File: src/rtl/spi_regbank_peripheral.sv
// SPI mode-0 register bank peripheral: oversampled pins, R/W + address header,
// burst data words with address auto-increment and register readback on CIPO.
module spi_regbank_peripheral #(
   parameter int unsigned                ADDR_W       = 7,
   parameter int unsigned                DATA_W       = 8,
   parameter int unsigned                NUM_REGS     = 5,
   parameter logic [NUM_REGS*DATA_W-1:0] RESET_VALUES = {(NUM_REGS*DATA_W){1'b0}}
) (
   input  logic                       clk,
   input  logic                       rst_n,
   input  logic                       SCLK,
   input  logic                       COPI,
   input  logic                       nCS,
   output logic                       CIPO,
   output logic                       cipo_oe,
   output logic [NUM_REGS*DATA_W-1:0] regs_out,
   output logic                       wr_pulse,
   output logic [ADDR_W-1:0]          wr_addr,
   output logic                       frame_err
);

   localparam int unsigned     HDR_BITS   = ADDR_W + 1;
   localparam int unsigned     MAX_BITS   = (HDR_BITS > DATA_W) ? HDR_BITS : DATA_W;
   localparam int unsigned     CNT_W      = $clog2(MAX_BITS + 1);
   localparam logic [ADDR_W:0] NUM_REGS_L = (ADDR_W + 1)'(NUM_REGS);

   typedef enum logic [1:0] {
      ST_IDLE = 2'd0,
      ST_HDR  = 2'd1,
      ST_DATA = 2'd2
   } state_e;

   logic [2:0]                 sclk_sync_q;
   logic [2:0]                 ncs_sync_q;
   logic [1:0]                 copi_sync_q;
   state_e                     state_q, state_d;
   logic [CNT_W-1:0]           cnt_q, cnt_d;
   logic [ADDR_W-1:0]          hdr_q, hdr_d;
   logic                       rw_q, rw_d;
   logic [ADDR_W-1:0]          addr_q, addr_d;
   logic [DATA_W-1:0]          wdata_q, wdata_d;
   logic [DATA_W-1:0]          rdata_q, rdata_d;
   logic [NUM_REGS*DATA_W-1:0] regs_q;
   logic                       wr_pulse_q;
   logic [ADDR_W-1:0]          wr_addr_q;
   logic                       frame_err_q, frame_err_d;
   logic                       cipo_oe_q;

   logic                       sclk_rise_s, sclk_fall_s, ncs_fall_s, ncs_rise_s, copi_s;
   logic [ADDR_W:0]            hdr_full_s;
   logic [DATA_W-1:0]          wdata_full_s;
   logic [ADDR_W-1:0]          rd_addr_s;
   logic [DATA_W-1:0]          rd_word_s;
   logic                       addr_in_range_s;
   logic                       wr_en_s;

   // Two-flop synchronisers plus one delayed copy for edge detection
   always_ff @(posedge clk or negedge rst_n) begin
      if (!rst_n) begin
         sclk_sync_q <= 3'b000;
         ncs_sync_q  <= 3'b111;
         copi_sync_q <= 2'b00;
      end else begin
         sclk_sync_q <= {sclk_sync_q[1:0], SCLK};
         ncs_sync_q  <= {ncs_sync_q[1:0], nCS};
         copi_sync_q <= {copi_sync_q[0], COPI};
      end
   end

   assign sclk_rise_s     = sclk_sync_q[1] & ~sclk_sync_q[2];
   assign sclk_fall_s     = ~sclk_sync_q[1] & sclk_sync_q[2];
   assign ncs_fall_s      = ~ncs_sync_q[1] & ncs_sync_q[2];
   assign ncs_rise_s      = ncs_sync_q[1] & ~ncs_sync_q[2];
   assign copi_s          = copi_sync_q[1];
   assign hdr_full_s      = {hdr_q, copi_s};
   assign wdata_full_s    = {wdata_q[DATA_W-2:0], copi_s};
   assign addr_in_range_s = ({1'b0, addr_q} < NUM_REGS_L);
   // Header completion reads the freshly decoded address; word completion reads the next one
   assign rd_addr_s       = (state_q == ST_HDR) ? hdr_full_s[ADDR_W-1:0] : (addr_q + ADDR_W'(1));

   // Readback mux; unimplemented addresses read as zero
   always_comb begin
      rd_word_s = {DATA_W{1'b0}};
      for (int i = 0; i < NUM_REGS; i++) begin
         if (rd_addr_s == ADDR_W'(i)) begin
            rd_word_s = regs_q[i*DATA_W +: DATA_W];
         end else begin
            rd_word_s = rd_word_s;
         end
      end
   end

   // Frame FSM next-state, shift registers and commit strobe
   always_comb begin
      state_d     = state_q;
      cnt_d       = cnt_q;
      hdr_d       = hdr_q;
      rw_d        = rw_q;
      addr_d      = addr_q;
      wdata_d     = wdata_q;
      rdata_d     = rdata_q;
      frame_err_d = 1'b0;
      wr_en_s     = 1'b0;
      if (ncs_rise_s) begin
         state_d     = ST_IDLE;
         frame_err_d = (state_q != ST_IDLE) && (cnt_q != CNT_W'(0));
         cnt_d       = CNT_W'(0);
         rdata_d     = {DATA_W{1'b0}};
      end else if (ncs_fall_s) begin
         state_d = ST_HDR;
         cnt_d   = CNT_W'(0);
         hdr_d   = {ADDR_W{1'b0}};
         wdata_d = {DATA_W{1'b0}};
         rdata_d = {DATA_W{1'b0}};
      end else begin
         case (state_q)
            ST_IDLE: begin
               state_d = ST_IDLE;
            end
            ST_HDR: begin
               if (sclk_rise_s) begin
                  hdr_d = hdr_full_s[ADDR_W-1:0];
                  if (cnt_q == CNT_W'(ADDR_W)) begin
                     rw_d    = hdr_full_s[ADDR_W];
                     addr_d  = hdr_full_s[ADDR_W-1:0];
                     cnt_d   = CNT_W'(0);
                     rdata_d = rd_word_s;
                     state_d = ST_DATA;
                  end else begin
                     cnt_d = cnt_q + CNT_W'(1);
                  end
               end else begin
                  state_d = ST_HDR;
               end
            end
            ST_DATA: begin
               if (sclk_rise_s) begin
                  wdata_d = wdata_full_s;
                  if (cnt_q == CNT_W'(DATA_W - 1)) begin
                     wr_en_s = rw_q && addr_in_range_s;
                     addr_d  = addr_q + ADDR_W'(1);
                     cnt_d   = CNT_W'(0);
                     rdata_d = rd_word_s;
                  end else begin
                     cnt_d = cnt_q + CNT_W'(1);
                  end
               end else if (sclk_fall_s && (cnt_q != CNT_W'(0))) begin
                  // The fall right after a load keeps the MSB on CIPO for the first sample
                  rdata_d = {rdata_q[DATA_W-2:0], 1'b0};
               end else begin
                  rdata_d = rdata_q;
               end
            end
            default: begin
               state_d = ST_IDLE;
            end
         endcase
      end
   end

   // FSM and datapath state registers
   always_ff @(posedge clk or negedge rst_n) begin
      if (!rst_n) begin
         state_q <= ST_IDLE;
         cnt_q   <= CNT_W'(0);
         hdr_q   <= {ADDR_W{1'b0}};
         rw_q    <= 1'b0;
         addr_q  <= {ADDR_W{1'b0}};
         wdata_q <= {DATA_W{1'b0}};
         rdata_q <= {DATA_W{1'b0}};
      end else begin
         state_q <= state_d;
         cnt_q   <= cnt_d;
         hdr_q   <= hdr_d;
         rw_q    <= rw_d;
         addr_q  <= addr_d;
         wdata_q <= wdata_d;
         rdata_q <= rdata_d;
      end
   end

   // Register bank and registered status outputs
   always_ff @(posedge clk or negedge rst_n) begin
      if (!rst_n) begin
         regs_q      <= RESET_VALUES;
         wr_pulse_q  <= 1'b0;
         wr_addr_q   <= {ADDR_W{1'b0}};
         frame_err_q <= 1'b0;
         cipo_oe_q   <= 1'b0;
      end else begin
         for (int i = 0; i < NUM_REGS; i++) begin
            if (wr_en_s && (addr_q == ADDR_W'(i))) begin
               regs_q[i*DATA_W +: DATA_W] <= wdata_full_s;
            end
         end
         wr_pulse_q  <= wr_en_s;
         wr_addr_q   <= wr_en_s ? addr_q : wr_addr_q;
         frame_err_q <= frame_err_d;
         cipo_oe_q   <= (state_d != ST_IDLE);
      end
   end

   assign CIPO      = rdata_q[DATA_W-1];
   assign cipo_oe   = cipo_oe_q;
   assign regs_out  = regs_q;
   assign wr_pulse  = wr_pulse_q;
   assign wr_addr   = wr_addr_q;
   assign frame_err = frame_err_q;

endmodule

File: config.mk
export PLATFORM = sky130hd
export DESIGN_NAME = spi_regbank_peripheral
export DESIGN_NICKNAME = d
export VERILOG_FILES = /design/src/rtl/spi_regbank_peripheral.sv
export SDC_FILE = /design/constraint.sdc
export NUM_CORES = 1
export LEC_CHECK = 0
export CORE_MARGIN = 1.5
export CORE_UTILIZATION = 44
export CTS_CLUSTER_DIAMETER = 30
export DETAILED_ROUTE_END_ITERATION = 7
export PLACE_DENSITY = 0.75
export SYNTH_ARGS = -nofsm -noshare
export SYNTH_HDL_FRONTEND = slang
export SYNTH_SLANG_ARGS = --single-unit
File: constraint.sdc
create_clock -name clk -period 5.7 [get_ports clk]
set_input_delay 0.57 -clock clk [delete_from_list [all_inputs] [get_ports clk]]
set_output_delay 0.57 -clock clk [all_outputs]
set_load 0.01 [all_outputs]
Word-level counts from Yosys, hierarchy flattened
Cells that the tools add are included.
{"block": "classes", "addsub": 2, "order_cmp": 1, "eq_ne": 17, "muxes": 40, "bitwise_logic": 10, "reduce_logical": 27}
{"cell": "two-way mux 8 bit", "n": 11}
{"cell": "two-way mux 7 bit", "n": 11}
{"cell": "equality test 7 x 2 -> 1 bit, second input constant", "n": 4}
{"cell": "two-way mux 4 bit", "n": 5}
{"cell": "one-hot mux 8 bit (2 select lines)", "n": 1}
{"cell": "equality test 7 x 1 -> 1 bit, second input constant", "n": 2}
{"cell": "equality test 7 x 3 -> 1 bit, second input constant", "n": 2}
{"cell": "logical NOT 7 bit", "n": 2}
{"cell": "one-hot mux 7 bit (2 select lines)", "n": 1}
{"cell": "nonzero test 2 bit", "n": 6}
{"cell": "AND reduction 3 bit", "n": 3}
{"cell": "logical AND 1 bit", "n": 8}
{"cell": "two-way mux 2 bit", "n": 4}
{"cell": "nonzero test 4 bit", "n": 2}
{"cell": "adder 7 x 1 -> 7 bit, second input constant", "n": 1}
{"cell": "less-than comparator 7 x 3 -> 1 bit, second input constant", "n": 1}
{"cell": "AND reduction 7 bit", "n": 1}
{"cell": "two-way mux 1 bit", "n": 6}
{"cell": "inequality test 2 bit, second input constant", "n": 3}
{"cell": "NOT 1 bit", "n": 6}
{"cell": "nonzero test 3 bit", "n": 2}
{"cell": "inequality test 5 bit, second input constant", "n": 1}
{"cell": "AND reduction 5 bit", "n": 1}
{"cell": "adder 4 x 1 -> 4 bit, second input constant", "n": 1}
{"cell": "other kinds (9)", "n": 12}
{"block": "totals", "register_bits": 94, "input_bits": 5, "output_inout_bits": 51}

Logic depth before layout (Yosys ltp)
{"block": "depth", "depth_word": 13, "depth_mapped": 9}

Worst setup path after synthesis
Ideal clock, no wire load.
{"block": "synth_path", "path_kind": "reg2reg", "startpoint": "register addr_q[1]", "endpoint": "register rdata_q[0]", "setup_time_ps": 138, "arrival_time_ps": 2275, "path_slack_ps": 3286, "stages_incl_launch_ff": 8, "n_path_buf": 1, "synth_period_minus_slack_ps": 2414, "path_cell_list": "dfrtp_1 -> clkbuf_1 -> inv_1 -> ha_1 -> mux2i_2 -> mux4_2 -> a32oi_1 -> o32ai_1"}
{"block": "synth_via", "elab_chain_cells": 13}
{"element": "start: declaration", "line_no": "40", "source": "logic [ADDR_W-1:0] addr_q, addr_d;"}
{"element": "start signal: assignment", "line_no": "168", "source": "addr_q <= {ADDR_W{1'b0}};"}
{"element": "start signal: assignment", "line_no": "176", "source": "addr_q <= addr_d;"}
{"element": "adder 7 x 1 -> 7 bit (*)", "line_no": "79", "source": "assign rd_addr_s = (state_q == ST_HDR) ? hdr_full_s[ADDR_W-1:0] : (addr_q + ADDR_W'(1));"}
{"element": "two-way mux 7 bit (*)", "line_no": "79"}
{"element": "logical NOT 7 bit", "line_no": "85", "source": "if (rd_addr_s == ADDR_W'(i)) begin"}
{"element": "two-way mux 8 bit (4 in a row)", "line_no": "85"}
{"element": "two-way mux 8 bit (*)", "line_no": "85"}
{"element": "two-way mux 8 bit (*)", "line_no": "123, 139"}
{"element": "two-way mux 8 bit (on tied branches)", "line_no": "137, 121"}
{"element": "one-hot mux 8 bit (2 select lines) (*)", "line_no": "116", "source": "case (state_q)"}
{"element": "two-way mux 8 bit (*)", "line_no": "109", "source": "end else if (ncs_fall_s) begin"}
{"element": "two-way mux 8 bit (*)", "line_no": "104", "source": "if (ncs_rise_s) begin"}
{"element": "end signal: assignment", "line_no": "170", "source": "rdata_q <= {DATA_W{1'b0}};"}
{"element": "end signal: assignment", "line_no": "178", "source": "rdata_q <= rdata_d;"}
{"element": "end: declaration", "line_no": "42", "source": "logic [DATA_W-1:0] rdata_q, rdata_d;"}
Every way passes the cells marked *; elsewhere a longest branch is shown, timed or not. The select of a mux whose other input is x is not followed.
A chain may end at the register's enable or synchronous reset.

Worst setup path after layout
{"block": "layout_path", "startpoint": "register ncs_sync_q[1]", "endpoint": "register addr_q[4]"}
{"block": "layout_via", "elab_chain_cells": 4}
{"element": "start: declaration", "line_no": "34", "source": "logic [2:0] ncs_sync_q;"}
{"element": "start signal: assignment", "line_no": "65", "source": "ncs_sync_q <= {ncs_sync_q[1:0], nCS};"}
{"element": "NOT 1 bit", "line_no": "72", "source": "assign ncs_fall_s = ~ncs_sync_q[1] & ncs_sync_q[2];"}
{"element": "bitwise AND 1 bit", "line_no": "72"}
{"element": "NOT 1 bit (no line)"}
{"element": "AND reduction 7 bit (no line) (*)"}
Every way passes the cells marked *; elsewhere a longest branch is shown, timed or not.

==> impl_metrics.json <==
{
  "outcome": "finished clean",
  "cts_hold_buf": 0,
  "path_clk_slew_ns": 0.11,
  "drt_iter0_drc": 271,
  "n_antenna_cell": 0,
  "dp_hpwl_um": 7483,
  "grt_pass1_vias": 3394,
  "antenna_found_initial": 0,
  "numPortBuffers": 55,
  "cts_tree": "done",
  "p_sw_share_pct": 26.19,
  "cts_resized": 0,
  "synthTopCellsByCount": "91 x dfrtp_1, 37 x mux2_2, 25 x nand2_1",
  "end_kind": "register",
  "synthFlopType": "dfrtp_1",
  "yosys-top-cells-area": "dfrtp_1 49%, mux2_2 8.9%, ha_1 3.2%",
  "area.growth.synth_to_final_pct": 17.16,
  "grt_use_met3_pct": 3.250,
  "synth_area_mm2": 0.004689,
  "ioPinCount": 56,
  "worst_pin_slew_ns": 1.294,
  "ant_nets": 0,
  "synth.top_cell.area_share_pct": 48.56,
  "start_kind": "register",
  "core_area_mm2": 0.01032,
  "yosysWarningCount": 0,
  "finalSetupViolations": 0,
  "critPathMaxFanout": 11,
  "intPower_mw": 0.8566,
  "final-max-slew-violation-count": 0,
  "arrival_ns": 3.32,
  "grt_overflow": 0,
  "yosysSeqAreaShare_pct": 50.24,
  "drive_gt1_share_pct": 17.07,
  "cts.htree.levels": 3,
  "grt_usage_pct": 19.75,
  "critical_path_class": "reg2reg",
  "firstDrtPassIters": 5,
  "synth_edf_count": 0,
  "routed_wl_um": 10640,
  "cts_root_buf": "clkbuf_8",
  "timing.fmax_mhz": 326.7,
  "synth_largest_area_cell": "dfrtp_1",
  "synth_nets": 424,
  "vias": 3535,
  "hold_viol": 0,
  "clkSinkCount": 94,
  "cap_violations": 0,
  "grt_pass1_wl_um": 17640,
  "routabilityCongestion": 0.8402,
  "cts_setup_buffers": 0,
  "fin_crit_sh_pct": 53.71,
  "placed_area_mm2": 0.005308,
  "maxSlewHeadroom_pct": 12.96,
  "fin_util_pct": 53.22,
  "fin_nets": 469,
  "synthDistinctLibCells": 61,
  "cts_max_path_buffers": 2,
  "regArea_mm2": 0.002356,
  "synthArstFlopShare_pct": 100.0,
  "met1_usage_pct": 28.03,
  "grt_max_degree": 71,
  "route.detailed.drc": 0,
  "synthCells": 407,
  "rrSetupSlack_ns": 2.64,
  "die_x_um": 106.2,
  "start_util_pct": 45.42,
  "nFillCells": 896,
  "rsz0062_at_grt": "no",
  "busiest_layer": "met2",
  "synth-seq-cells": 94,
  "syn_avg_cell_area_um2": 11.52,
  "peakVddDrop_v": 0.0001055,
  "post_drt_wl_per_cell_um": 17.94,
  "tns_ns": 0,
  "met2_usage_pct": 30.97,
  "die-area_mm2": 0.01129,
  "fin_area_mm2": 0.005494,
  "period_needed_ns": 3.061,
  "p_clk_share_pct": 36.8,
  "synth_most_common_cell": "dfrtp_1",
  "row_count": 37,
  "via_per_inst": 5.961,
  "p_comb_share_pct": 4.9,
  "hp-class": "in2async",
  "die_h_um": 106.2,
  "switchingPower_mw": 0.3040,
  "p_per_area_mw_per_mm2": 211.2,
  "worstPathRequired_ns": 5.96,
  "cts_made_buffers": 9,
  "p_leak_nw": 2.382,
  "fin_skew_ns": 0.01834,
  "clkLatencyLatePin_ns": 0.37,
  "p_seq_share_pct": 58.3,
  "multi_input_area_mm2": 0.002136
}
[routing by layer]
layer  vias up  part of all wire [%]
met5         -                     0
met4         0                   2.1
met3        27                   4.6
met2       122                    48
met1      1760                    46
li1       1626                     -
[through the flow]
| stage | setup WS [ns] | total power [mW] | std cells | hold WS, ns |
|---|---|---|---|---|
| final | 2.639 | 1.161 | 593 | 0.08774 |
| after global routing | 2.428 | 1.211 | 593 | 0.1005 |
| after CTS | 2.651 | 1.172 | 593 | 0.08669 |
| after detailed placement | 2.659 | 0.7474 | 577 | 0.3355 |
| after global placement | 2.848 | 0.7452 | 577 | 0.3379 |
| after floorplan | 3.286 | 0.7214 | 407 | 0.2744 |
[path summary, 6_finish.rpt]
path	startpoint	endpoint	depth (start not counted)
max in group asynchronous	rst_n	cnt_q[2]	2
min in group clk	sclk_sync_q[0]	sclk_sync_q[1]	0
worst max-delay path	ncs_sync_q[1]	addr_q[4]	6
worst min register to register	sclk_sync_q[0]	sclk_sync_q[1]	0
worst max register to register	ncs_sync_q[1]	addr_q[4]	6
worst min-delay path	rst_n	regs_out[20]	1
[power by group through the flow]
stage	Clock [mW]	Combinational [mW]	Sequential, mW
6_report	0.427	0.0568	0.677
5_1_grt	0.469	0.0634	0.678
4_1_cts	0.438	0.0573	0.677
3_5_place_dp	0	0.0573	0.690
3_3_place_gp	0	0.0552	0.690
2_1_floorplan	0	0.0332	0.688
[cells by family (layout without fill, tap and decap cells)]
logic type,after synthesis,in the layout,synth area share (%)
xor+xnor,1,1,0.1868
fa+ha+maj,12,12,3.202
compound gates,94,94,14.97
simple gates,112,112,15.58
mux,48,48,11.61
buf+inv,46,96,4.216
flops,94,94,50.24
[worst max-delay path, cell delays in order, from the launching register on]
cell,delay (ns)
dfstp_2,0.55
inv_1,0.04
ha_1,0.24
or2_2,0.41
nor4_1,1.06
nand2b_1,0.32
o221a_2,0.33
[cell usage in the layout (no fill, tap or decap), types with 2 or more instances in the layout]
cell             Yosys  layout
or4_1                3       3
and3_1               9       9
nor2b_1              9       9
nor4b_4              3       3
clkdlybuf4s50_1      0      54
nor2_1              13      13
a32oi_1              8       8
nand2b_1             4       4
buf_4                1       2
or2_2                3       3
inv_8                0       2
and2_1               2       2
ha_1                12      12
nor3_1               5       5
o221ai_1            14      14
inv_1               24      24
o21ai_0             19      19
nor3b_1              2       2
nand2_1             25      25
nand4_1             15      15
nor4_4               2       2
inv_6                0       3
clkbuf_8             0       9
mux2i_1              8       8
nand3_1              5       5
o221a_2              4       4
dfrtp_1             91      91
a31oi_1              2       2
o22ai_1              3       3
a22oi_1              6       6
dfstp_2              3       3
o31ai_1              2       2
a21oi_1             10      10
mux2_2              37      37
a22o_1              15      15
and3b_1              2       2
[area by class of cell]
type / instances / share of cell area [%]
tap: 136 / 3.097
inverter: 24 / 1.640
timing repair buffer: 56 / 10.11
sequential: 94 / 42.88
clock buffer: 9 / 2.255
multi-input combinational: 267 / 38.87
clock inverter: 7 / 1.139
[flip-flops by register name (all words and copies together), names as in the netlist]
name         count
sclk_sync_q      3
regs_out        40
wr_pulse         1
addr_q           7
rw_q             1
cnt_q            4
frame_err        1
ncs_sync_q       3
wdata_q          7
state_q          2
rdata_q          8
hdr_q            7
copi_sync_q      2
cipo_oe          1
wr_addr          7
(Power assumes the default switching activity.)
